`src/rtl/stp16_pkg.sv`:
```
// Shared types and constants for the STP16CPC26 chain driver.
package stp16_pkg;

  localparam int unsigned STP16_BITS = 16;

  typedef enum logic [1:0] {
    IDLE     = 2'd0,
    SHIFT_LO = 2'd1,
    SHIFT_HI = 2'd2,
    LATCH    = 2'd3
  } state_e;

endpackage

```
`src/rtl/stp16_chain_driver_if.sv`:
```
// Frame handshake bus between the level-meter frame generator and the chain driver.
interface stp16_chain_driver_if #(
  parameter int unsigned W        = 32,
  parameter int unsigned DIM_BITS = 8
);

  logic                i_valid;
  logic                i_ready;
  logic [W-1:0]        data;
  logic [DIM_BITS-1:0] brightness;

  modport master (output i_valid, output data, output brightness, input i_ready);
  modport slave  (input i_valid, input data, input brightness, output i_ready);

endinterface

```
`src/rtl/stp16_pwm_dimmer.sv`:
```
// Global-brightness PWM on the active-low output enable; duty swaps only at counter wrap
// (or immediately on the very first latch) so the LEDs never see a partial period.
module stp16_pwm_dimmer #(
  parameter int unsigned DIM_BITS = 8
) (
  input  logic                clk,
  input  logic                reset,
  input  logic                i_en,
  input  logic                i_load,
  input  logic [DIM_BITS-1:0] i_duty,
  output logic                o_noe
);

  logic [DIM_BITS-1:0] r_cnt;
  logic [DIM_BITS-1:0] r_duty;
  logic [DIM_BITS-1:0] r_pend;
  logic                w_wrap;

  assign w_wrap = (r_cnt == {DIM_BITS{1'b1}});

  always_ff @(posedge clk or posedge reset) begin
    if (reset) begin
      r_cnt  <= '0;
      r_duty <= '0;
      r_pend <= '0;
      o_noe  <= 1'b1;
    end else begin
      r_cnt <= r_cnt + DIM_BITS'(1);
      if (i_load) r_pend <= i_duty;
      if (i_load && !i_en) r_duty <= i_duty;
      else if (w_wrap)     r_duty <= r_pend;
      o_noe <= !(i_en && ((r_duty == {DIM_BITS{1'b1}}) || (r_cnt < r_duty)));
    end
  end

endmodule

```
`src/rtl/stp16_chain_driver.sv`:
```
// Serial driver for a daisy chain of STP16CPC26 LED sinks: shift MSB-first, latch, enable.
// Optional PWM dimming on stp16_noe is built when STP16_CHAIN_DIM_EN is defined.
module stp16_chain_driver
  import stp16_pkg::*;
#(
  parameter int unsigned NUM_DEVICES = 2,
  parameter int unsigned CLK_DIV     = 2,
  parameter int unsigned LE_CYCLES   = 1,
  parameter int unsigned DIM_BITS    = 8
) (
  input  logic                 clk,
  input  logic                 reset,
  stp16_chain_driver_if.slave  bus,
  output logic                 stp16_clk,
  output logic                 stp16_sdi,
  output logic                 stp16_le,
  output logic                 stp16_noe
);

  localparam int unsigned W       = STP16_BITS * NUM_DEVICES;
  localparam int unsigned BIT_W   = $clog2(W);
  localparam int unsigned CNT_MAX = (CLK_DIV > LE_CYCLES) ? CLK_DIV : LE_CYCLES;
  localparam int unsigned CNT_W   = (CNT_MAX > 1) ? $clog2(CNT_MAX) : 1;

  state_e           r_state, w_state_nxt;
  logic [CNT_W-1:0] r_cnt, w_cnt_nxt;
  logic [BIT_W-1:0] r_bit, w_bit_nxt;
  logic [W-1:0]     r_shift, w_shift_nxt;
  logic             r_ready;
  logic             w_accept;
  logic             w_latch_done;

  assign bus.i_ready = r_ready;

  // Next-state: one divided shift-clock phase per SHIFT_LO/SHIFT_HI visit.
  always_comb begin
    w_state_nxt  = r_state;
    w_cnt_nxt    = r_cnt;
    w_bit_nxt    = r_bit;
    w_shift_nxt  = r_shift;
    w_accept     = 1'b0;
    w_latch_done = 1'b0;
    case (r_state)
      IDLE: begin
        if (bus.i_valid) begin
          w_accept    = 1'b1;
          w_shift_nxt = bus.data;
          w_bit_nxt   = BIT_W'(W - 1);
          w_cnt_nxt   = '0;
          w_state_nxt = SHIFT_LO;
        end
      end
      SHIFT_LO: begin
        if (r_cnt == CNT_W'(CLK_DIV - 1)) begin
          w_cnt_nxt   = '0;
          w_state_nxt = SHIFT_HI;
        end else begin
          w_cnt_nxt = r_cnt + CNT_W'(1);
        end
      end
      SHIFT_HI: begin
        if (r_cnt == CNT_W'(CLK_DIV - 1)) begin
          w_cnt_nxt = '0;
          if (r_bit == '0) begin
            w_state_nxt = LATCH;
          end else begin
            w_bit_nxt   = r_bit - BIT_W'(1);
            w_shift_nxt = {r_shift[W-2:0], 1'b0};
            w_state_nxt = SHIFT_LO;
          end
        end else begin
          w_cnt_nxt = r_cnt + CNT_W'(1);
        end
      end
      LATCH: begin
        if (r_cnt == CNT_W'(LE_CYCLES - 1)) begin
          w_cnt_nxt    = '0;
          w_latch_done = 1'b1;
          w_state_nxt  = IDLE;
        end else begin
          w_cnt_nxt = r_cnt + CNT_W'(1);
        end
      end
      default: w_state_nxt = IDLE;
    endcase
  end

  // Pins are decoded from the next state so they change together with the state register.
  always_ff @(posedge clk or posedge reset) begin
    if (reset) begin
      r_state   <= IDLE;
      r_cnt     <= '0;
      r_bit     <= '0;
      r_shift   <= '0;
      r_ready   <= 1'b1;
      stp16_clk <= 1'b0;
      stp16_sdi <= 1'b0;
      stp16_le  <= 1'b0;
    end else begin
      r_state   <= w_state_nxt;
      r_cnt     <= w_cnt_nxt;
      r_bit     <= w_bit_nxt;
      r_shift   <= w_shift_nxt;
      r_ready   <= (w_state_nxt == IDLE);
      stp16_clk <= (w_state_nxt == SHIFT_HI);
      stp16_sdi <= w_shift_nxt[W-1];
      stp16_le  <= (w_state_nxt == LATCH);
    end
  end

`ifdef STP16_CHAIN_DIM_EN
  logic [DIM_BITS-1:0] r_bright_q;
  logic                r_first_latch;

  always_ff @(posedge clk or posedge reset) begin
    if (reset) begin
      r_bright_q    <= '0;
      r_first_latch <= 1'b0;
    end else begin
      if (w_accept)     r_bright_q    <= bus.brightness;
      if (w_latch_done) r_first_latch <= 1'b1;
    end
  end

  stp16_pwm_dimmer #(.DIM_BITS(DIM_BITS)) u_dimmer (
    .clk    (clk),
    .reset  (reset),
    .i_en   (r_first_latch),
    .i_load (w_latch_done),
    .i_duty (r_bright_q),
    .o_noe  (stp16_noe)
  );
`else
  logic w_unused_brightness;
  assign w_unused_brightness = ^{bus.brightness, w_accept};

  // Outputs stay blanked until the chain holds a complete, latched frame.
  always_ff @(posedge clk or posedge reset) begin
    if (reset)             stp16_noe <= 1'b1;
    else if (w_latch_done) stp16_noe <= 1'b0;
  end
`endif

endmodule

```
`src/flat_wrapper.sv`:
```
// flat-port wrapper written by rule: the top's interface ports become plain ports
module stp16_chain_driver_flat import stp16_pkg::*;
#(
  parameter int unsigned NUM_DEVICES = 2,
  parameter int unsigned CLK_DIV     = 2,
  parameter int unsigned LE_CYCLES   = 1,
  parameter int unsigned DIM_BITS    = 8
)
  (clk, reset, stp16_clk, stp16_sdi, stp16_le, stp16_noe, bus_i_valid, bus_data, bus_brightness, bus_i_ready);
  stp16_chain_driver_if #(.W(32), .DIM_BITS(DIM_BITS)) bus_i ();
  input  logic clk;
  input  logic reset;
  output logic stp16_clk;
  output logic stp16_sdi;
  output logic stp16_le;
  output logic stp16_noe;
  input wire logic [$bits(bus_i.i_valid)-1:0] bus_i_valid;
  input wire logic [$bits(bus_i.data)-1:0] bus_data;
  input wire logic [$bits(bus_i.brightness)-1:0] bus_brightness;
  output wire logic [$bits(bus_i.i_ready)-1:0] bus_i_ready;
  assign bus_i.i_valid = bus_i_valid;
  assign bus_i.data = bus_data;
  assign bus_i.brightness = bus_brightness;
  assign bus_i_ready = bus_i.i_ready;
  stp16_chain_driver #(.NUM_DEVICES(NUM_DEVICES), .CLK_DIV(CLK_DIV), .LE_CYCLES(LE_CYCLES), .DIM_BITS(DIM_BITS)) u_core (.clk(clk), .reset(reset), .bus(bus_i), .stp16_clk(stp16_clk), .stp16_sdi(stp16_sdi), .stp16_le(stp16_le), .stp16_noe(stp16_noe));
endmodule
```
`config.mk`:
```
export PLATFORM = sky130hd
export DESIGN_NAME = stp16_chain_driver_flat
export DESIGN_NICKNAME = d
export VERILOG_FILES = /design/src/rtl/stp16_pkg.sv /design/src/rtl/stp16_chain_driver_if.sv /design/src/rtl/stp16_pwm_dimmer.sv /design/src/rtl/stp16_chain_driver.sv /design/src/flat_wrapper.sv
export SDC_FILE = /design/constraint.sdc
export NUM_CORES = 1
export LEC_CHECK = 0
export CORE_MARGIN = 10
export CORE_UTILIZATION = 50
export DETAILED_ROUTE_END_ITERATION = 12
export GPL_TIMING_DRIVEN = 0
export PLACE_DENSITY = 0.87
export SETUP_SLACK_MARGIN = 0.15
export SYNTH_ARGS = -nofsm -noshare
export SYNTH_HDL_FRONTEND = slang
export SYNTH_HIERARCHICAL = 1
export SYNTH_SLANG_ARGS = --single-unit
```
`constraint.sdc`:
```
create_clock -name clk -period 2.39 [get_ports clk]
set_clock_uncertainty 0.15 [all_clocks]
set_input_delay 0.478 -clock clk [delete_from_list [all_inputs] [get_ports clk]]
set_output_delay 0.478 -clock clk [all_outputs]
set_load 0.01 [all_outputs]
```
# After elaboration in Yosys (flattened, before gate mapping)
# Cells that the tools add are included.
word_totals:
  ramBits: 0
  latchBits: 0
  out_inout_bits: 5
  romBits: 0
  in_bits: 43
  reg_bits: 44
  word_cells: 45
  n_memories: 0
classes:
  n_addsub: 2
  muxes: 20
  div_mod_pow: 0
  mul: 0
  n_shift: 0
  reduce_logical: 6
  eq_ne: 8
  n_bitwise: 0
  magnitude_cmp: 0
ops:
  columns: ["op", "count"]
  rows:
  - ["32-bit two-way mux", 3]
  - ["32-bit case mux with 2 select lines", 1]
  - ["5-bit two-way mux", 3]
  - ["2-bit two-way mux", 5]
  - ["5-bit case mux with 2 select lines", 1]
  - ["2-bit equality test (second input constant)", 4]
  - ["2-bit case mux with 4 select lines", 1]
  - ["5-bit logical NOT", 1]
  - ["1-bit two-way mux", 5]
  - ["5-bit by 1-bit subtractor with 5-bit output (second input constant)", 1]
  - ["2-bit logical NOT", 2]
  - ["2-bit != test (second input constant)", 2]
  - ["4-bit AND reduction", 1]
  - ["1-bit case mux with 3 select lines", 1]
  - ["2-bit by 1-bit equality test with 1-bit output (second input constant)", 1]
  - ["2-bit by 1-bit != test with 1-bit output (second input constant)", 1]
  - ["2-bit nonzero test", 1]
  - ["2-bit OR reduction", 1]
  - ["1-bit adder (second input constant)", 1]

# Depth between registers and ports, before layout
# Gate-level depths: netlist (run 1).
logic_depth:
  word_depth: 5
  depth_mapped: 9
  ltp_nobuf: 6

# Worst setup path before layout (run 1)
# OpenSTA, ideal clock, no wires.
synth_path:
  path_kind: "reg2reg"
  startpoint: "reg u_core.r_state[1]"
  endpoint: "reg u_core.r_shift[1]"
  synth_period_minus_slack_ns: 2.185
  setup_slack_ns: 0.205
  setup_time_ns: 0.078
  stages_incl_launch_ff: 9
  path_buffers: 2
  arrival_time_ns: 1.957
  required_ns: 2.162
  path_cell_list: "dfrtp_1 inv_1 ha_1 clkbuf_1 mux2_2 nand2_1 clkbuf_1 o22ai_1 a21oi_1"
synth_via:
  elab_chain_len: 3
  elab_cells_between_ends: 8
  cone_classes: "eq/ne (4); mux (1); reduce/logical (3)"
synth_rtl:
  columns: ["item", "line_no", "text"]
  rows:
  - ["start: declaration", "stp16_chain_driver.sv:25", "state_e r_state, w_state_nxt;"]
  - ["start signal: assignment", "stp16_chain_driver.sv:100", "r_state <= w_state_nxt;"]
  - ["2-bit equality test / 2-bit logical NOT (equally long branches)", "stp16_chain_driver.sv:43", "case (r_state)"]
  - ["2-bit by 1-bit != test with 1-bit output (no source line) (tied with other cells)", null, null]
  - ["4-bit AND reduction (no source line)", null, null]
  - ["end signal: assignment", "stp16_chain_driver.sv:103", "r_shift <= w_shift_nxt;"]
  - ["end: declaration", "stp16_chain_driver.sv:28", "logic [W-1:0] r_shift, w_shift_nxt;"]
# Several ways; a longest one is shown, not always the timed one.
# A chain may end at the register's enable or synchronous reset.

# Worst setup path after layout (run 1)
layout_path:
  startpoint: "reg u_core.r_bit[1]"
  endpoint: "reg u_core.r_shift[10]"
layout_via:
  elab_chain_len: 3
layout_rtl:
  columns: ["item", "line_no", "text"]
  rows:
  - ["start: declaration", "stp16_chain_driver.sv:27", "logic [BIT_W-1:0] r_bit, w_bit_nxt;"]
  - ["start signal: assignment", "stp16_chain_driver.sv:102", "r_bit <= w_bit_nxt;"]
  - ["5-bit logical NOT", "stp16_chain_driver.sv:64", "if (r_bit == '0) begin"]
  - ["2-bit != test (no source line)", null, null]
  - ["4-bit AND reduction (no source line)", null, null]
# Every way passes these cells.

==> impl_metrics.json, run 1 <==
{
  "grt_remaining_overflow": 0,
  "cp-end-kind": "register",
  "synth_edf_count": 0,
  "gr-usage-all-layers": 0.1495,
  "worst_hold_slack_ns": 0.3442,
  "hold_viol": 0,
  "vdd.ir_drop.worst_mv": 0.7103,
  "dp_hpwl_um": 3786,
  "place_inst": 307,
  "cp_max_fo": 5,
  "grt_max_degree": 45,
  "clkSlewWorstSetupHoldPaths_ns": 0.08,
  "fp.dieArea_sq_um": 7344,
  "tns_ns": 0,
  "cts_tree": "yes",
  "finalMaxSlewViolations": 0,
  "yosysWarnings": 6,
  "place_congestion": 0.8254,
  "wl_per_cell_um": 17.49,
  "ys_ff_latch": 44,
  "status": "complete, no violations",
  "drv_cap": 0,
  "synth_top_area_frac": 0.4870,
  "h-tree-depth": 2,
  "synth.distinct_cells": 34,
  "viasPerCell": 6.099,
  "cts_buffers": 5,
  "synth_nets": 266,
  "diodes": 0,
  "hp-class": "reg2reg",
  "netlist_instances": 218,
  "arrival_ns": 2.26,
  "grt_pass1_wl_um": 9156,
  "antenna_found_initial": 0,
  "clockBufferDepth": 2,
  "nFillCells": 281,
  "area_delta_synth_final_pct": 33.28,
  "synth_area_sq_um": 2158,
  "initial_utilization": 0.5282,
  "dieHeight_um": 85.70,
  "ys_seq_area_frac": 0.5113,
  "fin_crit_ns": 2.250,
  "syn_avg_cell_area_sq_um": 9.901,
  "setup_viol": 0,
  "cts_sinks": 44,
  "p_per_area_nw_per_um2": 1347,
  "num-nets-final": 320,
  "finalWirelength_um": 5632,
  "p_leak_nw": 1.198,
  "max_slew.worst_pin.slew_ns": 0.9078,
  "first_global_vias": 1912,
  "vias": 1964,
  "fmax_mhz": 444.4,
  "finalNonFillerCells": 322,
  "period_share": 0.9415,
  "cts-root-buf": "clkbuf_8",
  "yosys.area.top_type": "dfrtp_1",
  "ant_nets": 0,
  "die_w_um": 85.70,
  "rows": 23,
  "async_flop_share": 1.000,
  "rsz0062_at_grt": "true",
  "port_buffers": 39,
  "core-area_sq_um": 4086,
  "drive_gt1_frac": 0.1985,
  "crit_type": "reg2reg",
  "cp.required_ns": 2.40,
  "ios": 48,
  "drt_iter0_markers": 245,
  "drt_first_pass_iters": 4,
  "synth.area.top_cells": "dfrtp_1, o22ai_1, a22oi_1",
  "drc": 0,
  "synthFlopType": "dfrtp_1",
  "cp-start-kind": "register",
  "clkLatencyLatePin_ns": 0.30,
  "max-slew-margin-rel": 0.3939
}
==> state kept, by name, summed over array words and instances, names as in the netlist <==
signal / count
u_core/r_bit: 5
u_core/r_shift: 32
u_core/stp16_noe: 1
u_core/stp16_le: 1
u_core/r_state: 2
u_core/r_cnt: 1
u_core/stp16_clk: 1
u_core/bus.i_ready: 1
==> placed cells by master, fill, tap and decap left out, types with 5 or more instances in the layout <==
cell             Yosys  final
a21oi_1             21     20
a22oi_1             16     13
buf_4                0     10
buf_6                3      5
clkbuf_1            11      5
clkbuf_2             0      5
clkbuf_8             0      5
clkdlybuf4s50_1      0     39
dfrtp_1             42     42
inv_1               24     22
o21ai_0              6      5
o22ai_1             44     38
o22ai_2              0      6
==> layout make-up <==
cell class / instances / area [sq um] / share of cell area
Clock buffer: 5 / 68.82 / 0.02392
Timing Repair Buffer: 47 / 454.2 / 0.1579
Inverter: 24 / 90.09 / 0.03132
Clock inverter: 2 / 12.51 / 0.004350
Buffer: 18 / 118.9 / 0.04132
Multi-Input combinational cell: 132 / 965.9 / 0.3358
Sequential cell: 44 / 1104 / 0.3836
Tap cell: 50 / 62.56 / 0.02175
==> critical path, cell delays in order (launching register included) <==
cell and delay [ns]:
dfrtp_1 0.40, inv_1 0.07, ha_2 0.18, or4b_4 0.46
buf_6 0.14, and2_4 0.15, buf_6 0.13, o21ai_4 0.19
buf_6 0.16, a22oi_1 0.09
==> final timing paths <==
check	from	end	slack [ns]	depth (start not counted)
max in group asynchronous	reset	u_core/r_state[1]	0.98	2
worst min-delay path	u_core/stp16_noe	u_core/stp16_noe	0.34	1
worst max-delay path	u_core/r_bit[1]	u_core/r_shift[10]	0.14	9
worst min register to register	u_core/stp16_noe	u_core/stp16_noe	0.34	1
min in group asynchronous	reset	u_core/r_shift[14]	0.53	2
worst max register to register	u_core/r_bit[1]	u_core/r_shift[10]	0.14	9
==> routing by layer <==
| metal | share of wire | up-vias | GRT usage |
|---|---|---|---|
| met1 | 0.43 | 959 | 0.1864 |
| met5 | 0 | - | 0 |
| met4 | 0.023 | 0 | 0.06287 |
| met2 | 0.49 | 65 | 0.2330 |
| met3 | 0.057 | 15 | 0.04636 |
| li1 | - | 925 | - |
==> per-stage QoR <==
| step | area (sq um) | power, mW | utilization | setup WS (ns) |
|---|---|---|---|---|
| 3_5_place_dp | 2611 | 3.065 | 0.6390 | -0.1477 |
| 6_report | 2877 | 3.874 | 0.7039 | 0.1397 |
| 4_1_cts | 2751 | 3.630 | 0.6733 | 0.1384 |
| 2_1_floorplan | 2158 | 2.599 | - | 0.2053 |
| 5_1_grt | 2877 | 4.129 | 0.7039 | 0.07933 |
| 3_3_place_gp | 2611 | 2.988 | 0.6390 | -0.1231 |
==> kinds of logic (layout without fill, tap and decap cells) <==
logic type	Yosys count	after routing	share of synthesized area
buf+inv	42	96	0.08521
compound gates	101	101	0.3015
simple gates	24	24	0.06261
mux	2	2	0.01043
fa+ha+maj	5	5	0.02899
flops	44	44	0.5113
==> cell usage after synthesis, types with 2 or more instances <==
library cell,instances
ha_1,5
a31oi_1,3
o2bb2ai_1,2
o21a_1,2
buf_6,3
o22ai_1,44
nand2_1,4
o21ai_0,6
clkbuf_1,11
nand4_1,3
nor2b_1,3
nand3_1,5
a21oi_1,21
o31ai_1,2
inv_1,24
dfstp_2,2
mux2_2,2
nor2_1,2
a22oi_1,16
buf_2,3
dfrtp_1,42
==> report_power, final <==
group	internal, mW	leakage (nW)	switching (mW)
combinational	0.953	0.669	1.11
sequential	1.10	0.489	0.257
clock	0.198	0.0400	0.257
==> what timing repair did <==
action / CTS / global route
buffers inserted: 5 / 2
hold buffers: 0 / 0
endpoints found under the setup margin: 26 / 37
pin swaps: 1 / 6
resized for setup: 10 / 28
gates cloned: 0 / 1
Power figures use the tool's default switching activity.
==> run 2: changes to the inputs <==
--- a/config.mk
+++ b/config.mk
@@ -5,12 +5,13 @@
 export SDC_FILE = /design/constraint.sdc
 export NUM_CORES = 1
 export LEC_CHECK = 0
-export CORE_MARGIN = 10
+export CORE_MARGIN = 4
 export CORE_UTILIZATION = 50
 export DETAILED_ROUTE_END_ITERATION = 12
 export GPL_TIMING_DRIVEN = 0
 export PLACE_DENSITY = 0.87
 export SETUP_SLACK_MARGIN = 0.15
+export SLEW_MARGIN = 20
 export SYNTH_ARGS = -nofsm -noshare
 export SYNTH_HDL_FRONTEND = slang
 export SYNTH_HIERARCHICAL = 1
==> constraint.sdc (replaced) <==
create_clock -name clk -period 2.39 [get_ports clk]
set_clock_uncertainty 0.15 [all_clocks]
set_input_delay 0.478 -clock clk [delete_from_list [all_inputs] [get_ports clk]]
set_output_delay 0.478 -clock clk [all_outputs]
set_load 0.005 [all_outputs]
==> impl_metrics.json, run 2 (same netlist as run 1, synthesis figures left out) <==
{
  "status": "complete, no violations",
  "clkSlewWorstSetupHoldPaths_ns": 0.09,
  "first_global_vias": 1871,
  "wl_per_cell_um": 17.74,
  "worstReg2RegStart": "u_core/r_bit[1]",
  "place_congestion": 0.8487,
  "clockBufferDepth": 2,
  "cp.required_ns": 2.43,
  "cts_hold_buf": 0,
  "cts_sinks": 44,
  "drive_gt1_frac": 0.2198,
  "die_w_um": 73.70,
  "fin_ws_ns": 0.1596,
  "largest_reg_flops": 32,
  "gr-usage-all-layers": 0.2144,
  "final_common_cell": "dfrtp_1",
  "drv_cap": 0,
  "initial_utilization": 0.5282,
  "r2r_cells": 9,
  "p_leak_nw": 1.228,
  "hold_viol": 0,
  "area_delta_synth_final_pct": 38.03,
  "port_buffers": 39,
  "rsz0062_at_grt": "true",
  "cp_max_fo": 10,
  "antenna_found_initial": 0,
  "hp-class": "in2async",
  "tns_ns": 0,
  "period_share": 0.9332,
  "ant_nets": 0,
  "grt_max_degree": 30,
  "regMostFlops": "u_core/r_shift",
  "num-nets-final": 320,
  "setup_viol": 0,
  "fmax_mhz": 448.3,
  "cts_buffers": 5,
  "cp-end-kind": "register",
  "h-tree-depth": 2,
  "vias": 1960,
  "cts_tree": "yes",
  "grt_remaining_overflow": 0,
  "mostFrequentLayoutCells": "dfrtp_1, o22ai_1, clkdlybuf4s50_1, inv_1, a21oi_1",
  "viasPerCell": 6.068,
  "vdd.ir_drop.worst_mv": 0.8087,
  "finalMaxSlewViolations": 0,
  "cp-startpoint": "u_core/r_bit[1]",
  "finalWirelength_um": 5731,
  "cp-start-kind": "register",
  "ios": 48,
  "p_per_area_nw_per_um2": 1386,
  "nFillCells": 268,
  "crit_path_end": "u_core/r_shift[24]",
  "cts-root-buf": "clkbuf_8",
  "crit_type": "reg2reg",
  "clkLatencyLatePin_ns": 0.31,
  "rows": 23,
  "r2r_slack_ns": 0.16,
  "arrival_ns": 2.27,
  "drt_iter0_markers": 161,
  "fp.dieArea_sq_um": 5432,
  "drc": 0,
  "dieHeight_um": 73.70,
  "pre_cts_slack_ns": -0.1779,
  "max_slew.worst_pin.slew_ns": 0.5946,
  "reg2reg_to": "u_core/r_shift[24]",
  "grt_pass1_wl_um": 8901,
  "fin_crit_ns": 2.230,
  "diodes": 0,
  "max-slew-margin-rel": 0.6036,
  "dp_hpwl_um": 3580,
  "top_regs": "u_core/r_shift: 32 flops, u_core/r_bit: 5 flops, u_core/r_state: 2 flops",
  "drt_first_pass_iters": 4,
  "core-area_sq_um": 4086
}
==> run 2: changes by cell type in the layout (fill, tap and decap cells not counted), sizes merged <==
cell and delta:
clkbuf +1, bufinv +1, clkinvlp -1
==> run 2: timing repair <==
action | CTS | global route
gates cloned | 0 | 1
resized for setup | 12 | 36
setup buffers | 5 | 1
setup endpoints to repair | 31 | 36
pin swaps | 4 | 11
==> run 2: worst min path at each step <==
stage / startpoint / to / slack [ns]
final: reset / u_core/r_bit[2] / 0.31
after global routing: reset / u_core/r_shift[13] / 0.36
after CTS: reset / u_core/r_shift[14] / 0.31
after detailed placement: u_core/stp16_noe / u_core/stp16_noe / 0.33
after global placement: u_core/stp16_noe / u_core/stp16_noe / 0.32
after floorplan: u_core/r_bit[4] / u_core/r_bit[4] / 0.31
==> run 2: per-layer routing <==
metal  global-route usage  vias up  routed length [um]
met2               0.3366       77                2897
met5                    0        -                   0
li1                     -      920                   -
met4               0.1026        0                 153
met1               0.2901      950                2386
met3              0.03146       13                 293
==> run 2: cell type report <==
cell class / instances / area, sq um / area share
Clock buffer: 6 / 82.58 / 0.02772
Tap cell: 50 / 62.56 / 0.02100
Clock inverter: 2 / 38.79 / 0.01302
Multi-Input combinational cell: 132 / 1010 / 0.3389
Timing Repair Buffer: 47 / 470.5 / 0.1579
Inverter: 24 / 90.09 / 0.03024
Buffer: 18 / 121.4 / 0.04074
Sequential cell: 44 / 1104 / 0.3704
==> run 2: stage by stage <==
step	cells	hold slack [ns]	cell area, sq um	total power [mW]	util
6_report	323	0.3083	2979	4.130	0.7290
5_1_grt	323	0.3574	2979	4.404	0.7290
4_1_cts	321	0.3149	2811	3.766	0.6880
3_5_place_dp	308	0.3268	2631	3.057	0.6439
3_3_place_gp	307	0.3182	2611	2.975	0.6390
2_1_floorplan	218	0.3064	2158	2.588	-
==> run 2: worst max-delay path, stage by stage, from the launching register on <==
cell	delay, ns
dfrtp_1	0.41
inv_2	0.08
ha_4	0.12
or4b_4	0.45
buf_6	0.14
and2_4	0.15
buf_6	0.13
clkbuf_4	0.20
o22ai_1	0.19
a21oi_1	0.09
==> run 2: power by group <==
part           internal, mW  switching, mW
clock                 0.342          0.263
sequential             1.10          0.266
combinational         0.995           1.16
total                  2.44           1.69
